<file path="config.mk">
export PLATFORM = sky130hd
export DESIGN_NAME = muldiv_unit_flat
export DESIGN_NICKNAME = d
export VERILOG_FILES = /design/src/rtl/muldiv_pkg.sv /design/src/rtl/muldiv_if.sv /design/src/rtl/muldiv_step.sv /design/src/rtl/muldiv_unit.sv /design/src/flat_wrapper.sv
export SDC_FILE = /design/constraint.sdc
export NUM_CORES = 1
export LEC_CHECK = 0
export ABC_AREA = 1
export CAP_MARGIN = 25
export CORE_MARGIN = 2
export CORE_UTILIZATION = 37
export CTS_CLUSTER_SIZE = 25
export DETAILED_ROUTE_END_ITERATION = 16
export PLACE_DENSITY = 0.55
export SYNTH_ARGS = -nofsm -noshare
export SYNTH_HDL_FRONTEND = slang
export SYNTH_SLANG_ARGS = --single-unit
</file>
<file path="constraint.sdc">
create_clock -name clk -period 6.79 [get_ports clk]
set_input_delay 0.679 -clock clk [delete_from_list [all_inputs] [get_ports clk]]
set_output_delay 0.679 -clock clk [all_outputs]
set_load 0.05 [all_outputs]
</file>
<file path="src/rtl/muldiv_pkg.sv">
// Shared op codes, FSM state type and default operand width for the multiply/divide unit.
package muldiv_pkg;

   localparam int WIDTH_DEFAULT = 32;

   // Op codes are shared with the ALU decode
   localparam logic [3:0] OP_MULT  = 4'b1100;
   localparam logic [3:0] OP_MULTU = 4'b1101;
   localparam logic [3:0] OP_DIV   = 4'b1110;
   localparam logic [3:0] OP_DIVU  = 4'b1111;
   localparam logic [3:0] OP_MADD  = 4'b1000;

   typedef enum logic [1:0] {
      IDLE,
      CALC,
      FIXUP
   } state_t;

endpackage

</file>
<file path="src/rtl/muldiv_if.sv">
// Execute-stage bus between the pipeline (master) and the multiply/divide unit (slave).
interface muldiv_if #(
   parameter int WIDTH = muldiv_pkg::WIDTH_DEFAULT
) ();

   logic             start;
   logic [3:0]       op;
   logic [WIDTH-1:0] a;
   logic [WIDTH-1:0] b;
   logic             wr_hi;
   logic             wr_lo;
   logic [WIDTH-1:0] wr_data;
   logic             busy;
   logic             done;
   logic [WIDTH-1:0] hi;
   logic [WIDTH-1:0] lo;
   logic             div_by_zero;

   modport master (
      output start, op, a, b, wr_hi, wr_lo, wr_data,
      input  busy, done, hi, lo, div_by_zero
   );

   modport slave (
      input  start, op, a, b, wr_hi, wr_lo, wr_data,
      output busy, done, hi, lo, div_by_zero
   );

endinterface

</file>
<file path="src/rtl/muldiv_step.sv">
// One radix-2 iteration: add-shift-right for multiply, restoring subtract-shift-left for divide.
module muldiv_step
   import muldiv_pkg::*;
#(
   parameter int WIDTH = WIDTH_DEFAULT
) (
   input  logic [2*WIDTH-1:0] acc,
   input  logic [WIDTH-1:0]   operand,
   input  logic               in_bit,
   input  logic               is_div,
   output logic [2*WIDTH-1:0] acc_next,
   output logic               q_bit
);

   logic [WIDTH:0]   sum;
   logic [WIDTH:0]   shifted;
   logic [WIDTH-1:0] rem_sub;
   logic             ge;

   always_comb begin
      sum      = {1'b0, acc[2*WIDTH-1:WIDTH]} + (in_bit ? {1'b0, operand} : '0);
      shifted  = {acc[2*WIDTH-1:WIDTH], in_bit};
      ge       = shifted >= {1'b0, operand};
      // When ge holds the true difference is below 2^WIDTH, so the truncated subtract is exact
      rem_sub  = shifted[WIDTH-1:0] - operand;
      q_bit    = is_div & ge;
      acc_next = {sum, acc[WIDTH-1:1]};
      if (is_div) begin
         acc_next = {(ge ? rem_sub : shifted[WIDTH-1:0]), acc[WIDTH-2:0], 1'b0};
      end
   end

endmodule

</file>
<file path="src/rtl/muldiv_unit.sv">
// Iterative multiply/divide unit with HI/LO registers; fixed WIDTH+2 cycle latency.
// Define MULDIV_MADD_EN to enable op 1000 (MADD: {hi,lo} += signed a * signed b).
module muldiv_unit
   import muldiv_pkg::*;
#(
   parameter int WIDTH = WIDTH_DEFAULT,
   parameter int CNT_W = 6
) (
   input logic     clk,
   input logic     rst,
   muldiv_if.slave bus
);

   state_t             state_reg, state_next;
   logic [CNT_W-1:0]   cnt_reg;
   logic [2*WIDTH-1:0] acc_reg, acc_step;
   logic [WIDTH-1:0]   operand_reg, shift_reg;
   logic [WIDTH-1:0]   hi_reg, lo_reg;
   logic               is_div_reg, neg_lo_reg, neg_hi_reg, dz_reg;
   logic               done_reg, dz_out_reg;
`ifdef MULDIV_MADD_EN
   logic               is_madd_reg;
`endif

   logic               op_legal, is_signed, is_div_op, start_ok, last_iter, q_bit, in_bit;
   logic               a_neg, b_neg;
   logic [WIDTH-1:0]   a_mag, b_mag;
   logic [2*WIDTH-1:0] prod_fix;
   logic [WIDTH-1:0]   quo, rem, fix_hi, fix_lo;

   always_comb begin
      op_legal  = 1'b0;
      is_signed = 1'b0;
      case (bus.op)
         OP_MULT, OP_DIV: begin
            op_legal  = 1'b1;
            is_signed = 1'b1;
         end
         OP_MULTU, OP_DIVU: op_legal = 1'b1;
`ifdef MULDIV_MADD_EN
         OP_MADD: begin
            op_legal  = 1'b1;
            is_signed = 1'b1;
         end
`endif
         default: ;
      endcase
      is_div_op = (bus.op == OP_DIV) || (bus.op == OP_DIVU);
      a_neg     = is_signed & bus.a[WIDTH-1];
      b_neg     = is_signed & bus.b[WIDTH-1];
      a_mag     = a_neg ? -bus.a : bus.a;
      b_mag     = b_neg ? -bus.b : bus.b;
      start_ok  = (state_reg == IDLE) && bus.start && op_legal;
      last_iter = (cnt_reg == CNT_W'(WIDTH - 1));
      in_bit    = is_div_reg ? shift_reg[WIDTH-1] : shift_reg[0];
   end

   always_comb begin
      state_next = state_reg;
      case (state_reg)
         IDLE:    if (start_ok) state_next = CALC;
         CALC:    if (last_iter) state_next = FIXUP;
         FIXUP:   state_next = IDLE;
         default: state_next = IDLE;
      endcase
   end

   always_ff @(posedge clk) begin
      if (rst) state_reg <= IDLE;
      else     state_reg <= state_next;
   end

   muldiv_step #(.WIDTH(WIDTH)) u_step (
      .acc      (acc_reg),
      .operand  (operand_reg),
      .in_bit   (in_bit),
      .is_div   (is_div_reg),
      .acc_next (acc_step),
      .q_bit    (q_bit)
   );

   // Magnitude result -> signed result; divide-by-zero leaves remainder = |a| which re-signs to a
   always_comb begin
      prod_fix = neg_lo_reg ? -acc_reg : acc_reg;
`ifdef MULDIV_MADD_EN
      if (is_madd_reg) prod_fix = prod_fix + {hi_reg, lo_reg};
`endif
      quo    = acc_reg[WIDTH-1:0];
      rem    = acc_reg[2*WIDTH-1:WIDTH];
      fix_hi = prod_fix[2*WIDTH-1:WIDTH];
      fix_lo = prod_fix[WIDTH-1:0];
      if (is_div_reg) begin
         fix_lo = dz_reg ? '1 : (neg_lo_reg ? -quo : quo);
         fix_hi = neg_hi_reg ? -rem : rem;
      end
   end

   always_ff @(posedge clk) begin
      if (rst) begin
         cnt_reg     <= '0;
         acc_reg     <= '0;
         operand_reg <= '0;
         shift_reg   <= '0;
         hi_reg      <= '0;
         lo_reg      <= '0;
         is_div_reg  <= 1'b0;
         neg_lo_reg  <= 1'b0;
         neg_hi_reg  <= 1'b0;
         dz_reg      <= 1'b0;
         done_reg    <= 1'b0;
         dz_out_reg  <= 1'b0;
`ifdef MULDIV_MADD_EN
         is_madd_reg <= 1'b0;
`endif
      end else begin
         done_reg   <= 1'b0;
         dz_out_reg <= 1'b0;
         case (state_reg)
            IDLE: begin
               if (start_ok) begin
                  acc_reg     <= '0;
                  cnt_reg     <= '0;
                  is_div_reg  <= is_div_op;
                  neg_lo_reg  <= a_neg ^ b_neg;
                  neg_hi_reg  <= is_div_op & a_neg;
                  dz_reg      <= is_div_op && (bus.b == '0);
                  operand_reg <= is_div_op ? b_mag : a_mag;
                  shift_reg   <= is_div_op ? a_mag : b_mag;
`ifdef MULDIV_MADD_EN
                  is_madd_reg <= (bus.op == OP_MADD);
`endif
               end else begin
                  if (bus.wr_hi) hi_reg <= bus.wr_data;
                  if (bus.wr_lo) lo_reg <= bus.wr_data;
               end
            end
            CALC: begin
               acc_reg   <= {acc_step[2*WIDTH-1:1], acc_step[0] | q_bit};
               cnt_reg   <= cnt_reg + 1'b1;
               shift_reg <= is_div_reg ? (shift_reg << 1) : (shift_reg >> 1);
            end
            FIXUP: begin
               hi_reg     <= fix_hi;
               lo_reg     <= fix_lo;
               done_reg   <= 1'b1;
               dz_out_reg <= dz_reg;
            end
            default: ;
         endcase
      end
   end

   assign bus.busy        = (state_reg != IDLE);
   assign bus.done        = done_reg;
   assign bus.hi          = hi_reg;
   assign bus.lo          = lo_reg;
   assign bus.div_by_zero = dz_out_reg;

endmodule

</file>
<file path="src/flat_wrapper.sv">
// flat-port wrapper written by rule: the top's interface ports become plain ports
module muldiv_unit_flat import muldiv_pkg::*;
#(
   parameter int WIDTH = WIDTH_DEFAULT,
   parameter int CNT_W = 6
)
  (clk, rst, bus_start, bus_op, bus_a, bus_b, bus_wr_hi, bus_wr_lo, bus_wr_data, bus_busy, bus_done, bus_hi, bus_lo, bus_div_by_zero);
  muldiv_if #(.WIDTH(WIDTH)) bus_i ();
  input logic clk;
  input logic rst;
  input wire logic [$bits(bus_i.start)-1:0] bus_start;
  input wire logic [$bits(bus_i.op)-1:0] bus_op;
  input wire logic [$bits(bus_i.a)-1:0] bus_a;
  input wire logic [$bits(bus_i.b)-1:0] bus_b;
  input wire logic [$bits(bus_i.wr_hi)-1:0] bus_wr_hi;
  input wire logic [$bits(bus_i.wr_lo)-1:0] bus_wr_lo;
  input wire logic [$bits(bus_i.wr_data)-1:0] bus_wr_data;
  output wire logic [$bits(bus_i.busy)-1:0] bus_busy;
  output wire logic [$bits(bus_i.done)-1:0] bus_done;
  output wire logic [$bits(bus_i.hi)-1:0] bus_hi;
  output wire logic [$bits(bus_i.lo)-1:0] bus_lo;
  output wire logic [$bits(bus_i.div_by_zero)-1:0] bus_div_by_zero;
  assign bus_i.start = bus_start;
  assign bus_i.op = bus_op;
  assign bus_i.a = bus_a;
  assign bus_i.b = bus_b;
  assign bus_i.wr_hi = bus_wr_hi;
  assign bus_i.wr_lo = bus_wr_lo;
  assign bus_i.wr_data = bus_wr_data;
  assign bus_busy = bus_i.busy;
  assign bus_done = bus_i.done;
  assign bus_hi = bus_i.hi;
  assign bus_lo = bus_i.lo;
  assign bus_div_by_zero = bus_i.div_by_zero;
  muldiv_unit #(.WIDTH(WIDTH), .CNT_W(CNT_W)) u_core (.clk(clk), .rst(rst), .bus(bus_i));
endmodule
</file>
# ---- Yosys cells after proc, flatten, opt, wreduce, memory -nomap -nowiden
# Cells that the tools add are included.
dict set report totals {
  register_bits 206
  output_inout_bits 67
  in_bits 105
}
dict set report classes {
  bitwise 7
  reduce_logical 17
  addsub 8
  muxes 33
  magnitude_cmp 1
  n_eq_ne 12
}
# cell count
set ops {}
lappend ops {{2-to-1 mux 32 bit} 17}
lappend ops {{2-to-1 mux 64 bit} 3}
lappend ops {{one-hot mux 32 bit (2 select lines)} 3}
lappend ops {{negation 32 bit} 4}
lappend ops {{one-hot mux 64 bit (2 select lines)} 1}
lappend ops {{negation 64 bit} 1}
lappend ops {{adder 32 x 33 -> 33 bit} 1}
lappend ops {{>= comparator 33 x 32 -> 1 bit} 1}
lappend ops {{logical NOT 32 bit} 1}
lappend ops {{subtractor 32 bit} 1}
lappend ops {{== test 4 bit (second input constant)} 4}
lappend ops {{one-hot mux 6 bit (2 select lines)} 1}
lappend ops {{adder 6 x 1 -> 6 bit (second input constant)} 1}
lappend ops {{== test 6 x 5 -> 1 bit (second input constant)} 1}
lappend ops {{2-to-1 mux 6 bit} 1}
lappend ops {{!= test 2 bit (second input constant)} 3}
lappend ops {{AND reduction 2 bit} 3}
lappend ops {{AND reduction 3 bit} 2}
lappend ops {{nonzero test 2 bit} 3}
lappend ops {{bitwise AND 1 bit} 4}
lappend ops {{2-to-1 mux 1 bit} 4}
lappend ops {{2-to-1 mux 2 bit} 2}
lappend ops {{!= test 2 x 1 -> 1 bit (second input constant)} 2}
lappend ops {{one-hot mux 2 bit (2 select lines)} 1}
lappend ops {{other kinds (10)} 13}

# ---- Longest topological paths before layout
dict set report depth {
  word_depth 8
  mapped_depth 23
}

# ---- Cells and area by module
# A second synthesis with hierarchy kept.
dict set report hier_totals {
  cells_unflattened 3447
  hier_area_um2 19507.5
}
# module seq_area_each_um2 area_per_inst_um2 cells_each instances
set by_module_without_submodules {}
lappend by_module_without_submodules {muldiv_unit 4124.0 13290.2 2172 1}
lappend by_module_without_submodules {muldiv_step 0.0 6217.2 1275 1}

# ---- Worst setup path before layout
# No wires, ideal clock.
dict set report synth_path {
  kind {register to register}
  from {reg u_core.is_div_reg}
  to {reg u_core.acc_reg[47]}
  n_path_buf 4
  setup_slack_ns 3.572
  synth_period_minus_slack_ns 3.218
  stages_incl_launch_ff 19
  t_arrival_ns 3.147
  t_required_ns 6.720
  path_cell_list {dfxtp_1 -> buf_2 -> buf_2 -> clkbuf_1 -> o21ai_1 -> clkbuf_1 -> inv_1 -> ha_1 -> ha_1 -> inv_1 -> fa_1 -> o21ai_0 -> nand2_1 -> nand2_1 -> nand2_1 -> a21oi_1 -> o21ai_0 -> nand3b_1 -> a21oi_1}
}
dict set report synth_between {
  elab_chain_len 5
  elab_cells_between_ends 8
  cone_classes {add/sub (2); order compare (1); mux (5)}
}
# element line
set synth_rtl {}
lappend synth_rtl {{start: declaration} muldiv_unit.sv:19} ;# logic is_div_reg, neg_lo_reg, neg_hi_reg, dz_reg;
lappend synth_rtl {{start signal: assignment} muldiv_unit.sv:123} ;# is_div_reg <= is_div_op;
lappend synth_rtl {{2-to-1 mux 1 bit} muldiv_unit.sv:55} ;# in_bit = is_div_reg ? shift_reg[WIDTH-1] : shift_reg[0];
lappend synth_rtl {{2-to-1 mux 32 bit (tied with other cells)} muldiv_step.sv:21} ;# sum = {1'b0, acc[2*WIDTH-1:WIDTH]} + (in_bit ? {1'b0, operand} : '0);
lappend synth_rtl {{adder 32 x 33 -> 33 bit / 2-to-1 mux 32 bit (equally long branches)} {muldiv_step.sv:21, muldiv_step.sv:29}}
lappend synth_rtl {{2-to-1 mux 64 bit (*)} muldiv_step.sv:28} ;# if (is_div) begin
lappend synth_rtl {{one-hot mux 64 bit (2 select lines) (*)} muldiv_unit.sv:118} ;# case (state_reg)
lappend synth_rtl {{end signal: assignment} muldiv_unit.sv:138} ;# acc_reg <= {acc_step[2*WIDTH-1:1], acc_step[0] | q_bit};
lappend synth_rtl {{end: declaration} muldiv_unit.sv:16} ;# logic [2*WIDTH-1:0] acc_reg, acc_step;
# Every way passes the cells marked *; elsewhere a longest branch is shown, timed or not.
# A chain may end at the register's enable or synchronous reset.

# ---- Final worst setup path
dict set report layout_path {
  from {reg u_core.is_div_reg}
  to {reg u_core.acc_reg[48]}
}
# The elaborated chain is that of the path after synthesis.

==> flow_summary.toml <==
[timing]
setup_viol = 0
worst_pin_slew_ns = 1.02
drv_slew = 0
holdWs_ns = 0.342
min_period_ns = 3.64
layout_setup_ws_ns = 3.15
clock_skew_ns = 0.0356
hold_viol_final = 0
fin_tns_setup_ns = 0
min_period_over_period = 0.536
rsz0062_at_grt = "no"
fmax_mhz = 275
slew_headroom = 0.318

[final_layout]
final_common_cell = "nand2_1"
drive_above_1_share = 0.0300
final_nets = 3699
largest_register_ffs = 64
fin_cells = 4216
mostFrequentLayoutCells = "nand2_1, inv_1, nor2_1"
fin_area_mm2 = 0.0222
synthToLayoutAreaGrowth_pct = 16.0
diodes = 0
final_core_utilization = 0.434

[global_route]
groute.usage.overall = 0.312
overflow = 0
grt_max_degree = 81
first_global_vias = 21582
grt_pass1_wl_mm = 129
grt_antenna_before_repair = 2

[cts]
clock_latency_ns = 0.57
tritoncts = "done"
clk_path_buf_depth = 3
clk_pin_slew_ns = 0.06
cts_resized = 0
post_cts_buffers = 0
cts_root_buffer = "clkbuf_16"
cts_max_level = 1
cts_hold_buf = 0
cts-buffers-inserted = 26
clock-sinks = 206

[hold_path]
min_from = "rst"
holdPathStages = 2
hold_path.class = "in -> reg"
min_to = "u_core.acc_reg[2]"

[yosys]
ys_types = 48
async_flop_share = 0
synth-seq-cells = 206
synth_cells = 3441
postSynthAreaPerCell_um2 = 5.57
synthFlopType = "dfxtp_1"
ys_warn_count = 0
syn_area_mm2 = 0.0192
seq_area_frac_synth = 0.215
synth-edff-count = 0
synth_top_area_frac = 0.215
syn_nets = 3618
ys_top_cells_by_area = "dfxtp_1, nand2_1, inv_1, a21oi_1, nand3_1"
netlist.top_cell.by_area = "dfxtp_1"

[place]
place_worst_setup_slack_ns = 2.73
hpwlAfterDp_mm = 67.8
place_area_mm2 = 0.0214
port_buffers = 171
place_inst = 4173
gp_congestion = 0.999

[power_and_ir_drop]
leakage_nw = 10.6
power.density_mw_per_mm2 = 182
p_total_mw = 4.05
peakVddDrop_uv = 188

[die]
core-area_mm2 = 0.0512
die_y_um = 232
die_w_um = 232
initial_utilization = 0.374
row_count = 83
dieArea_mm2 = 0.0536
pin_count = 172

[worst_setup_path]
arrival_ns = 4.11
r2r_start = "u_core.is_div_reg"
critPathLaunchType = "register"
crit_fanout = 34
cp_data_required_time_ns = 7.26
r2r_end = "u_core.acc_reg[48]"
regToRegSetupSlack_ns = 3.15
endpoint_kind = "register"
path_class = "reg -> reg"
worstRegToRegCells = 18

[route]
ant_nets = 0
viasPerCell = 5.48
dr.pass1.iters = 5
routedWlPerCell_um = 20.4
vias = 23107
drt-initial-drc-count = 2235
remaining_drc_errors = 0
routed_wl_mm = 85.9

[run_status]
status = "completed"

[flow_run]
drv_cap = 0
==> Yosys cell counts, types with 6 or more instances <==
library cell	number
nand2_1	969
inv_1	466
nor2_1	373
a21oi_1	322
nand3_1	292
o21ai_0	266
dfxtp_1	206
clkbuf_1	106
ha_1	70
nand4_1	52
xor2_1	48
nor3_1	35
a31oi_1	32
o211ai_1	24
nand3b_1	23
buf_2	19
xnor2_1	18
buf_1	13
o221ai_1	12
a21o_1	9
o21ai_1	9
inv_2	8
o21bai_1	8
nor2_2	7
o22ai_1	6
or2_2	6
==> worst max-delay path by stage <==
stage / start / end / slack [ns] / cells after the start
finish: u_core.is_div_reg / u_core.acc_reg[48] / 3.15 / 18
global route: u_core.is_div_reg / u_core.acc_reg[59] / 2.93 / 19
CTS: u_core.is_div_reg / u_core.acc_reg[48] / 3.19 / 19
detailed placement: bus_op[2] / u_core.bus.lo[5] / 2.73 / 12
global placement: bus_op[2] / u_core.bus.lo[2] / 2.58 / 11
floorplan: u_core.is_div_reg / u_core.acc_reg[47] / 3.57 / 18
==> routing by layer <==
layer / global-route usage / share of wire / wire, µm / up-vias
met5: 0 / 0.00031 / 27 / -
met4: 0.100 / 0.033 / 2870 / 4
met3: 0.0421 / 0.069 / 5970 / 126
met2: 0.501 / 0.45 / 38200 / 841
met1: 0.431 / 0.45 / 38800 / 10821
li1: - / - / - / 11315
==> logic make-up (layout without fill, tap and decap cells) <==
group | after synthesis | after routing | synth area share
AOI/OAI and AO/OA | 702 | 702 | 0.196
DFF | 206 | 206 | 0.215
xor gates and xnor gates | 66 | 66 | 0.0302
adders and majority gates | 72 | 72 | 0.0478
buffers and inverters | 617 | 712 | 0.123
and+or+nand+nor | 1778 | 1778 | 0.387
==> where the power goes <==
part           internal [mW]  switching [mW]  total [mW]
clock                  0.809           0.566        1.37
sequential              1.28          0.0520        1.33
combinational          0.394           0.952        1.35
total                   2.48            1.57        4.05
==> area by class of cell <==
cell class                 count  area (µm²)
timing repair buffer         194        1910
clock inverter                 6        70.1
fill                        5680       29000
inverter                     476        1790
clock buffer                  36         758
multi-input combinational   2618       12700
tap                          680         851
sequential                   206        4130
==> worst max-delay path, stage by stage (launching register included) <==
cell and delay [ns]:
dfxtp_4 0.46, inv_2 0.15, or2_2 0.30, o21ai_2 0.06
buf_4 0.35, ha_1 0.32, nand2_1 0.07, nor2_1 0.10
nand2_1 0.08, nor2_1 0.04, nand2_1 0.07, nand2_2 0.06
nor2_4 0.47, nand2_2 0.35, nand3_1 0.25, nand2_1 0.12
nor2_1 0.12, nor2_1 0.06, nor2_1 0.09
Power figures use the tool's default switching activity.
